### src/rtl/store_merge_rmw_pkg.sv
`default_nettype none
// ============================================================================
// Module      : store_merge_pkg
// Description : Shared store-size encodings and FSM state type for the
//               store read-modify-write block.
// Revision    : 1.0 - initial release
// ============================================================================
package store_merge_pkg;

    // Store size encodings carried on req_funct3
    localparam logic [2:0] C_F3_BYTE   = 3'b000;
    localparam logic [2:0] C_F3_HALF   = 3'b001;
    localparam logic [2:0] C_F3_WORD   = 3'b010;
    localparam logic [2:0] C_F3_DOUBLE = 3'b011;

    // Controller states, explicitly encoded
    typedef enum logic [2:0] {
        ST_IDLE    = 3'd0,
        ST_RD_REQ  = 3'd1,
        ST_RD_WAIT = 3'd2,
        ST_WRITE   = 3'd3,
        ST_ERR     = 3'd4
    } state_t;

endpackage
`default_nettype wire

### src/rtl/store_merge_rmw_lane_merge.sv
`default_nettype none
// ============================================================================
// Module      : lane_merge
// Description : Combinational byte-lane merge of right-justified store data
//               into an old memory word at a given byte offset.
// Revision    : 1.0 - initial release
// ============================================================================
module lane_merge #(
    parameter  int XLEN  = 32,
    localparam int OFF_W = $clog2(XLEN / 8)
) (
    input  logic [XLEN-1:0]  old_word,
    input  logic [XLEN-1:0]  data,
    input  logic [OFF_W-1:0] offset,
    input  logic [1:0]       size,
    output logic [XLEN-1:0]  merged
);

    logic [XLEN-1:0] w_lane_mask;
    logic [XLEN-1:0] w_mask_sh;
    logic [XLEN-1:0] w_data_sh;
    logic [OFF_W+2:0] w_shamt;

    // Build a right-justified lane mask for the store size, then move it to the byte offset
    always_comb begin
        w_lane_mask = '1;
        case (size)
            2'd0:    w_lane_mask = XLEN'(8'hFF);
            2'd1:    w_lane_mask = XLEN'(16'hFFFF);
            2'd2:    w_lane_mask = XLEN'(32'hFFFF_FFFF);
            default: w_lane_mask = '1;
        endcase
        w_shamt   = {offset, 3'b000};
        w_mask_sh = w_lane_mask << w_shamt;
        w_data_sh = (data & w_lane_mask) << w_shamt;
        merged    = (old_word & ~w_mask_sh) | w_data_sh;
    end

endmodule
`default_nettype wire

### src/rtl/store_merge_rmw.sv
`default_nettype none
// ============================================================================
// Module      : store_merge_rmw
// Description : Accepts byte/half/word/double stores; full-width aligned
//               stores are written directly, sub-word stores read the old
//               word, merge the new lanes and write it back. Misaligned or
//               illegal sizes are rejected with a one-cycle pulse.
// Revision    : 1.0 - initial release
// ============================================================================
module store_merge_rmw
    import store_merge_pkg::*;
#(
    parameter int XLEN   = 32,
    parameter int ADDR_W = 32
) (
    input  logic              clock,
    input  logic              reset,
    input  logic              req_valid,
    output logic              req_ready,
    input  logic [ADDR_W-1:0] req_addr,
    input  logic [XLEN-1:0]   req_data,
    input  logic [2:0]        req_funct3,
    output logic              mem_rd_en,
    output logic [ADDR_W-1:0] mem_rd_addr,
    input  logic              mem_rd_valid,
    input  logic [XLEN-1:0]   mem_rd_data,
    output logic              mem_wr_en,
    output logic [ADDR_W-1:0] mem_wr_addr,
    output logic [XLEN-1:0]   mem_wr_data,
    input  logic              mem_wr_ready,
    output logic              done,
    output logic              misaligned
);

    localparam int         OFF_W     = $clog2(XLEN / 8);
    localparam logic [2:0] C_F3_FULL = (XLEN == 64) ? C_F3_DOUBLE : C_F3_WORD;

    state_t            r_state;
    state_t            w_state_nxt;
    logic [ADDR_W-1:0] r_addr;
    logic [XLEN-1:0]   r_data;
    logic [1:0]        r_size;
    logic [XLEN-1:0]   r_wr_data;

    logic [OFF_W-1:0]  w_req_off;
    logic              w_req_legal;
    logic              w_req_full;
    logic              w_accept;
    logic              w_rd_capture;
    logic [XLEN-1:0]   w_merged;
    logic [ADDR_W-1:0] w_addr_aligned;

    assign w_req_off      = req_addr[OFF_W-1:0];
    assign w_addr_aligned = {r_addr[ADDR_W-1:OFF_W], {OFF_W{1'b0}}};
    assign w_accept       = req_valid & req_ready;

    // Classify the incoming request: legal size/alignment, and whether it covers the whole word
    always_comb begin
        w_req_legal = 1'b0;
        case (req_funct3)
            C_F3_BYTE:   w_req_legal = 1'b1;
            C_F3_HALF:   w_req_legal = ~w_req_off[0];
            C_F3_WORD:   w_req_legal = (w_req_off[1:0] == 2'b00);
            C_F3_DOUBLE: w_req_legal = (XLEN == 64) && (w_req_off == '0);
            default:     w_req_legal = 1'b0;
        endcase
        w_req_full = w_req_legal && (req_funct3 == C_F3_FULL);
    end

    // State register
    always_ff @(posedge clock) begin
        if (reset) begin
            r_state <= ST_IDLE;
        end else begin
            r_state <= w_state_nxt;
        end
    end

    // Next-state and control outputs; everything is forced quiet while reset is high
    always_comb begin
        w_state_nxt  = r_state;
        req_ready    = 1'b0;
        mem_rd_en    = 1'b0;
        mem_wr_en    = 1'b0;
        done         = 1'b0;
        misaligned   = 1'b0;
        w_rd_capture = 1'b0;
        case (r_state)
            ST_IDLE: begin
                req_ready = 1'b1;
                if (req_valid) begin
                    if (!w_req_legal) begin
                        w_state_nxt = ST_ERR;
                    end else if (w_req_full) begin
                        w_state_nxt = ST_WRITE;
                    end else begin
                        w_state_nxt = ST_RD_REQ;
                    end
                end
            end
            ST_RD_REQ: begin
                mem_rd_en    = 1'b1;
                w_rd_capture = mem_rd_valid;
                w_state_nxt  = mem_rd_valid ? ST_WRITE : ST_RD_WAIT;
            end
            ST_RD_WAIT: begin
                w_rd_capture = mem_rd_valid;
                if (mem_rd_valid) begin
                    w_state_nxt = ST_WRITE;
                end
            end
            ST_WRITE: begin
                mem_wr_en = 1'b1;
                if (mem_wr_ready) begin
                    done        = 1'b1;
                    w_state_nxt = ST_IDLE;
                end
            end
            ST_ERR: begin
                misaligned  = 1'b1;
                w_state_nxt = ST_IDLE;
            end
            default: w_state_nxt = ST_IDLE;
        endcase
        if (reset) begin
            req_ready    = 1'b0;
            mem_rd_en    = 1'b0;
            mem_wr_en    = 1'b0;
            done         = 1'b0;
            misaligned   = 1'b0;
            w_rd_capture = 1'b0;
        end
    end

    // Address/data outputs are only driven while their strobe is active, so they read zero in reset
    always_comb begin
        mem_rd_addr = mem_rd_en ? w_addr_aligned : '0;
        mem_wr_addr = mem_wr_en ? w_addr_aligned : '0;
        mem_wr_data = mem_wr_en ? r_wr_data : '0;
    end

    // Request latch and write-data register (direct data for full stores, merged word otherwise)
    always_ff @(posedge clock) begin
        if (reset) begin
            r_addr    <= '0;
            r_data    <= '0;
            r_size    <= '0;
            r_wr_data <= '0;
        end else begin
            if (w_accept) begin
                r_addr <= req_addr;
                r_data <= req_data;
                r_size <= req_funct3[1:0];
                if (w_req_full) begin
                    r_wr_data <= req_data;
                end
            end
            if (w_rd_capture) begin
                r_wr_data <= w_merged;
            end
        end
    end

    lane_merge #(
        .XLEN (XLEN)
    ) u_lane_merge (
        .old_word (mem_rd_data),
        .data     (r_data),
        .offset   (r_addr[OFF_W-1:0]),
        .size     (r_size),
        .merged   (w_merged)
    );

endmodule
`default_nettype wire
### config.mk
export PLATFORM = sky130hd
export DESIGN_NAME = store_merge_rmw
export DESIGN_NICKNAME = d
export VERILOG_FILES = /design/src/rtl/store_merge_rmw_pkg.sv /design/src/rtl/store_merge_rmw_lane_merge.sv /design/src/rtl/store_merge_rmw.sv
export SDC_FILE = /design/constraint.sdc
export NUM_CORES = 1
export LEC_CHECK = 0
export BUFFER_PORTS_ARGS = -buffer_cell sky130_fd_sc_hd__buf_4
export CORE_ASPECT_RATIO = 0.6
export CORE_UTILIZATION = 54
export DETAILED_ROUTE_END_ITERATION = 10
export HOLD_SLACK_MARGIN = 0.1
export MAX_ROUTING_LAYER = met4
export PLACE_DENSITY = 0.83
export SYNTH_ARGS = -nofsm -noshare
export SYNTH_HDL_FRONTEND = slang
export SYNTH_SLANG_ARGS = --single-unit
export TNS_END_PERCENT = 20
### constraint.sdc
create_clock -name clock -period 5.11 [get_ports clock]
set_input_delay 1.022 -clock clock [delete_from_list [all_inputs] [get_ports clock]]
set_output_delay 1.022 -clock clock [all_outputs]
set_load 0.01 [all_outputs]
# ---- After elaboration in Yosys (flattened, before gate mapping)
# Cells that the tools add are included.
dict set report classes {
  eq_ne 10
  shifts 2
  n_mux 28
  bitwise_logic 6
  reduce_logical 10
}
# op count
set ops {}
lappend ops {{2-to-1 mux 32 bit} 6}
lappend ops {{bitwise AND 32 bit} 2}
lappend ops {{case mux 32 bit (2 select lines)} 1}
lappend ops {{left shift 32 x 5 -> 32 bit} 2}
lappend ops {{NOT 32 bit} 1}
lappend ops {{OR 32 bit} 1}
lappend ops {{2-to-1 mux 1 bit} 14}
lappend ops {{2-to-1 mux 3 bit} 4}
lappend ops {{case mux 3 bit (4 select lines)} 1}
lappend ops {{== test 3 x 2 -> 1 bit, second input constant} 3}
lappend ops {{== test 3 x 1 -> 1 bit, second input constant} 2}
lappend ops {{zero test 3 bit} 2}
lappend ops {{inequality test 2 bit, second input constant} 3}
lappend ops {{zero test 2 bit} 2}
lappend ops {{nonzero test 2 bit} 2}
lappend ops {{== test 3 bit, second input constant} 1}
lappend ops {{case mux 1 bit (3 select lines)} 1}
lappend ops {{AND reduction 3 bit} 1}
lappend ops {{== test 2 x 1 -> 1 bit, second input constant} 1}
lappend ops {{2-to-1 mux 2 bit} 1}
lappend ops {{AND reduction 2 bit} 1}
lappend ops {{OR reduction 2 bit} 1}
lappend ops {{bitwise AND 1 bit} 1}
lappend ops {{logical AND 1 bit} 1}
lappend ops {{NOT 1 bit} 1}
dict set report totals {
  ff_bits 101
  inputBits 104
  out_inout_bits 101
  elab_cells 61
}

# ---- Logic depth before layout (Yosys ltp)
dict set report logic_depth {
  ltp_word 7
  depth_mapped 8
  depth_no_buf 4
}

# ---- Cells and area by module
# Synthesis repeated with hierarchy kept, for this count alone.
dict set report hier_totals {
  cells_unflattened 689
  hier_area_um2 5709.2
}
# module n_inst cells_per_inst area_each_um2 seq_area_each_um2
set by_module_without_submodules {}
lappend by_module_without_submodules {store_merge_rmw 1 571 4842.1 2021.9}
lappend by_module_without_submodules {lane_merge 1 118 867.1 0.0}

# ---- Worst setup path after synthesis
# Ideal clock, no wire load.
dict set report synth_path {
  path_kind {in2out}
  startpoint {input reset}
  endpoint {output mem_wr_data[16]}
  arrival_ns 2.101
  t_required_ns 4.088
  path_slack_ns 1.987
  path_stages 5
  n_path_buf 4
  cell_sequence {clkbuf_1 > clkbuf_1 > buf_2 > buf_1 > nor3_1}
}
dict set report synth_between {
  elab_chain_cells 2
}
# item line_no
set synth_rtl {}
lappend synth_rtl {{start: declaration} store_merge_rmw.sv:17} ;# input logic reset,
lappend synth_rtl {{2-to-1 mux 1 bit} store_merge_rmw.sv:125} ;# if (reset) begin
lappend synth_rtl {{2-to-1 mux 32 bit} store_merge_rmw.sv:139} ;# mem_wr_data = mem_wr_en ? r_wr_data : '0;
lappend synth_rtl {{end: declaration} store_merge_rmw.sv:29} ;# output logic [XLEN-1:0] mem_wr_data,
# Every way passes these cells.

# ---- Final worst setup path
dict set report layout_path {
  startpoint {input reset}
  endpoint {output mem_wr_data[21]}
}
# Same word-level chain as after synthesis.

==> flow_metrics.env <==
export IMPL_status="finished, final reports clean"
export IMPL_io_pins=205
export IMPL_end_kind="output pin"
export IMPL_synthesis_area_sq_um=5527
export IMPL_powerDensity_nw_per_um2=268.7
export IMPL_grt_total_usage_pct=32.84
export IMPL_p_clk_share_pct=34.4
export IMPL_insertion_delay_ns=0.35
export IMPL_seqPwrFrac_pct=47.5
export IMPL_antenna_found_initial=0
export IMPL_overflow=0
export IMPL_yosysSeqAreaShare_pct=36.59
export IMPL_finalClockSkew_ns=0.01024
export IMPL_wire_per_inst_microns=17.02
export IMPL_n_antenna_cell=0
export IMPL_min_path_cells=2
export IMPL_layout_drive_gt1_share_pct=26.47
export IMPL_timing_hold_ws_ns=0.4625
export IMPL_irDropWorstVdd_uv=164.4
export IMPL_drv_cap=0
export IMPL_cellLeakagePower_nw=2.981
export IMPL_hold_path_end="r_wr_data[4]"
export IMPL_crit_required_ns=4.09
export IMPL_cts_sinks=101
export IMPL_cts_resized=0
export IMPL_internal_power_w=0.001371
export IMPL_clockBufferDepth=2
export IMPL_slew_headroom_pct=23.58
export IMPL_r2r_start="r_state[0]"
export IMPL_vias_per_cell=5.810
export IMPL_worst_pin_slew_ns=1.145
export IMPL_fin_crit_ns=3.593
export IMPL_cts_setup_buffers=0
export IMPL_post_route_drc_count=0
export IMPL_ys_top_cells_by_area="dfxtp_1, nand2b_1, o21ai_1"
export IMPL_vias=5920
export IMPL_place_gp_congestion=0.9036
export IMPL_critPathMaxFanout=70
export IMPL_die_w_microns=132.6
export IMPL_dieArea_sq_um=10660
export IMPL_rrSetupSlack_ns=2.53
export IMPL_dp_hpwl_mm=12.45
export IMPL_syn2layout_area_growth_pct=30.97
export IMPL_die_h_microns=80.36
export IMPL_max_freq_mhz=278.3
export IMPL_path_class="input port to output pin"
export IMPL_async_reset_ff_share_pct=0
export IMPL_synth_warnings=0
export IMPL_rr_worst_depth=4
export IMPL_tns_ns=0
export IMPL_fin_nets=983
export IMPL_rsz0062_at_grt="false"
export IMPL_r2r_end="r_wr_data[30]"
export IMPL_synth_cell_type_count=56
export IMPL_post_route_util_pct=73.01
export IMPL_yosys_register_bits=101
export IMPL_p_sw_share_pct=29.53
export IMPL_cts_tree="yes"
export IMPL_htreeDepth=3
export IMPL_postCtsHoldBufs=0
export IMPL_switchingPower_w=0.0005743
export IMPL_synth_cells=727
export IMPL_min_delay_start="r_wr_data[4]"
export IMPL_ant_nets=0
export IMPL_finalSetupViolations=0
export IMPL_coreArea_sq_um=9915
export IMPL_synth_largest_area_cell="dfxtp_1"
export IMPL_grt_max_degree=71
export IMPL_grt_first_pass_wirelength_mm=26.84
export IMPL_drv_slew=0
export IMPL_clk_pin_slew_ns=0.06
export IMPL_critPathLaunchType="input port"
export IMPL_avgSynthCellArea_sq_um=7.602
export IMPL_synth_enable_flop_cells=0
export IMPL_numCtsBuffers=9
export IMPL_synth_ff_type="dfxtp_1"
export IMPL_hold_violations=0
export IMPL_arrival_ns=2.57
export IMPL_grt_pass1_vias=5209
export IMPL_portBuffers=200
export IMPL_routed_wl_mm=17.34
export IMPL_initial_core_util_pct=55.74
export IMPL_combPwrFrac_pct=18.1
export IMPL_fp_row_count=28
export IMPL_synth_top_area_share_pct=36.59
export IMPL_filler_cell_count=790
export IMPL_fin_crit_sh_pct=70.32
export IMPL_hold_class="flop to flop"
export IMPL_dr_first_iter_drc_count=634
export IMPL_drtPass1Iterations=6
export IMPL_clockRootBuffer="clkbuf_16"
[state kept, by name, indices dropped and copies added (netlist names)]
register,flops
r_data,32
r_wr_data,32
r_size,2
r_state,3
r_addr,32
[placed cells by master (no fill, tap or decap), types with 4 or more instances in the layout]
master       n
o32ai_1      4
o22ai_1      9
o21ai_0     17
a22oi_1     10
nor3_1      11
inv_1       23
nand4b_1    10
a21oi_1     14
nand2b_1    69
o311ai_1     9
clkbuf_16    9
conb_1       4
a2111oi_1    6
nand3_1     10
o21ai_1     68
a2111oi_0    4
and2_1      27
and3_1       6
nor2b_1      7
buf_4      208
a31o_2       5
o211ai_1    10
mux2i_1     15
a221oi_1     5
a211oi_1    13
o22a_1       4
nor2_1      80
dfxtp_1    101
a211o_1      4
nand2_1     80
[worst max-delay path, stage by stage]
cell and delay (ns):
buf_4 0.29, nor2_1 0.65, buf_4 0.31, and2_1 0.15, buf_4 0.12
[cells by family after synthesis]
logic type	Yosys count	share of synthesized area (%)
compound gates	199	23.59
xor+xnor	1	0.2944
buf+inv	94	7.448
flops	101	36.59
mux	17	3.124
other cells	1	0.06785
simple gates	314	28.89
[per-layer routing]
metal | track usage (%) | part of all wire, %
met3 | 6.818 | 11
met2 | 50.16 | 44
met1 | 44.37 | 44
met5 | - | 0
met4 | 8.276 | 1.3
[synth_stat cells, types with 3 or more instances]
library cell / instances
nor3_1: 11
nor2b_1: 7
o211ai_1: 10
nor2_1: 80
and2_1: 28
a2111oi_1: 6
inv_1: 23
a31o_2: 5
mux2i_1: 15
a221oi_1: 5
o21ai_0: 17
nand4b_1: 10
o311ai_1: 9
a211oi_1: 13
buf_2: 19
a22oi_1: 10
o21a_1: 3
and3_1: 6
o21ai_1: 68
nand2b_1: 69
o22a_1: 4
clkbuf_1: 35
a2111oi_0: 4
buf_1: 8
o32ai_1: 4
buf_4: 5
a21oi_1: 14
nand3_1: 10
dfxtp_1: 101
nand2_1: 80
nand3b_1: 3
a211o_1: 4
o22ai_1: 9
[final cells by class]
cell class,count,area (sq um),area share (%)
Inverter,24,90.09,1.245
Timing Repair Buffer,208,1562,21.57
Clock buffer,12,256.5,3.544
Clock inverter,4,32.53,0.4494
Sequential cell,101,2022,27.93
Tap cell,135,168.9,2.334
Multi-Input combinational cell,535,3107,42.92
[power groups by stage]
stage                     clock network (W)  registers, W  logic [W]
final                              0.000669      0.000924   0.000352
after global routing               0.000699      0.000928   0.000385
after CTS                          0.000670      0.000919   0.000347
after detailed placement                  0      0.000937   0.000345
after global placement                    0      0.000934   0.000333
after floorplan                           0      0.000898   0.000247
[metrics by stage]
step | total power, W | instances | cell area [sq um] | worst slack [ns]
global route | 0.002012 | 1019 | 7238 | 1.318
detailed placement | 0.001282 | 1003 | 6949 | 1.492
finish | 0.001945 | 1019 | 7238 | 1.517
floorplan | 0.001145 | 730 | 5538 | 1.987
CTS | 0.001936 | 1019 | 7238 | 1.524
global placement | 0.001267 | 1003 | 6949 | 1.614
[worst max path at each step]
stage / slack [ns] / start / to / depth (start not counted)
2_1_floorplan: 1.99 / reset / mem_wr_data[16] / 5
3_3_place_gp: 1.61 / reset / mem_wr_data[22] / 5
3_5_place_dp: 1.49 / reset / r_wr_data[28] / 7
4_1_cts: 1.52 / reset / mem_wr_data[21] / 5
5_1_grt: 1.32 / reset / mem_wr_data[21] / 5
6_report: 1.52 / reset / mem_wr_data[21] / 5
(Power assumes the default switching activity.)
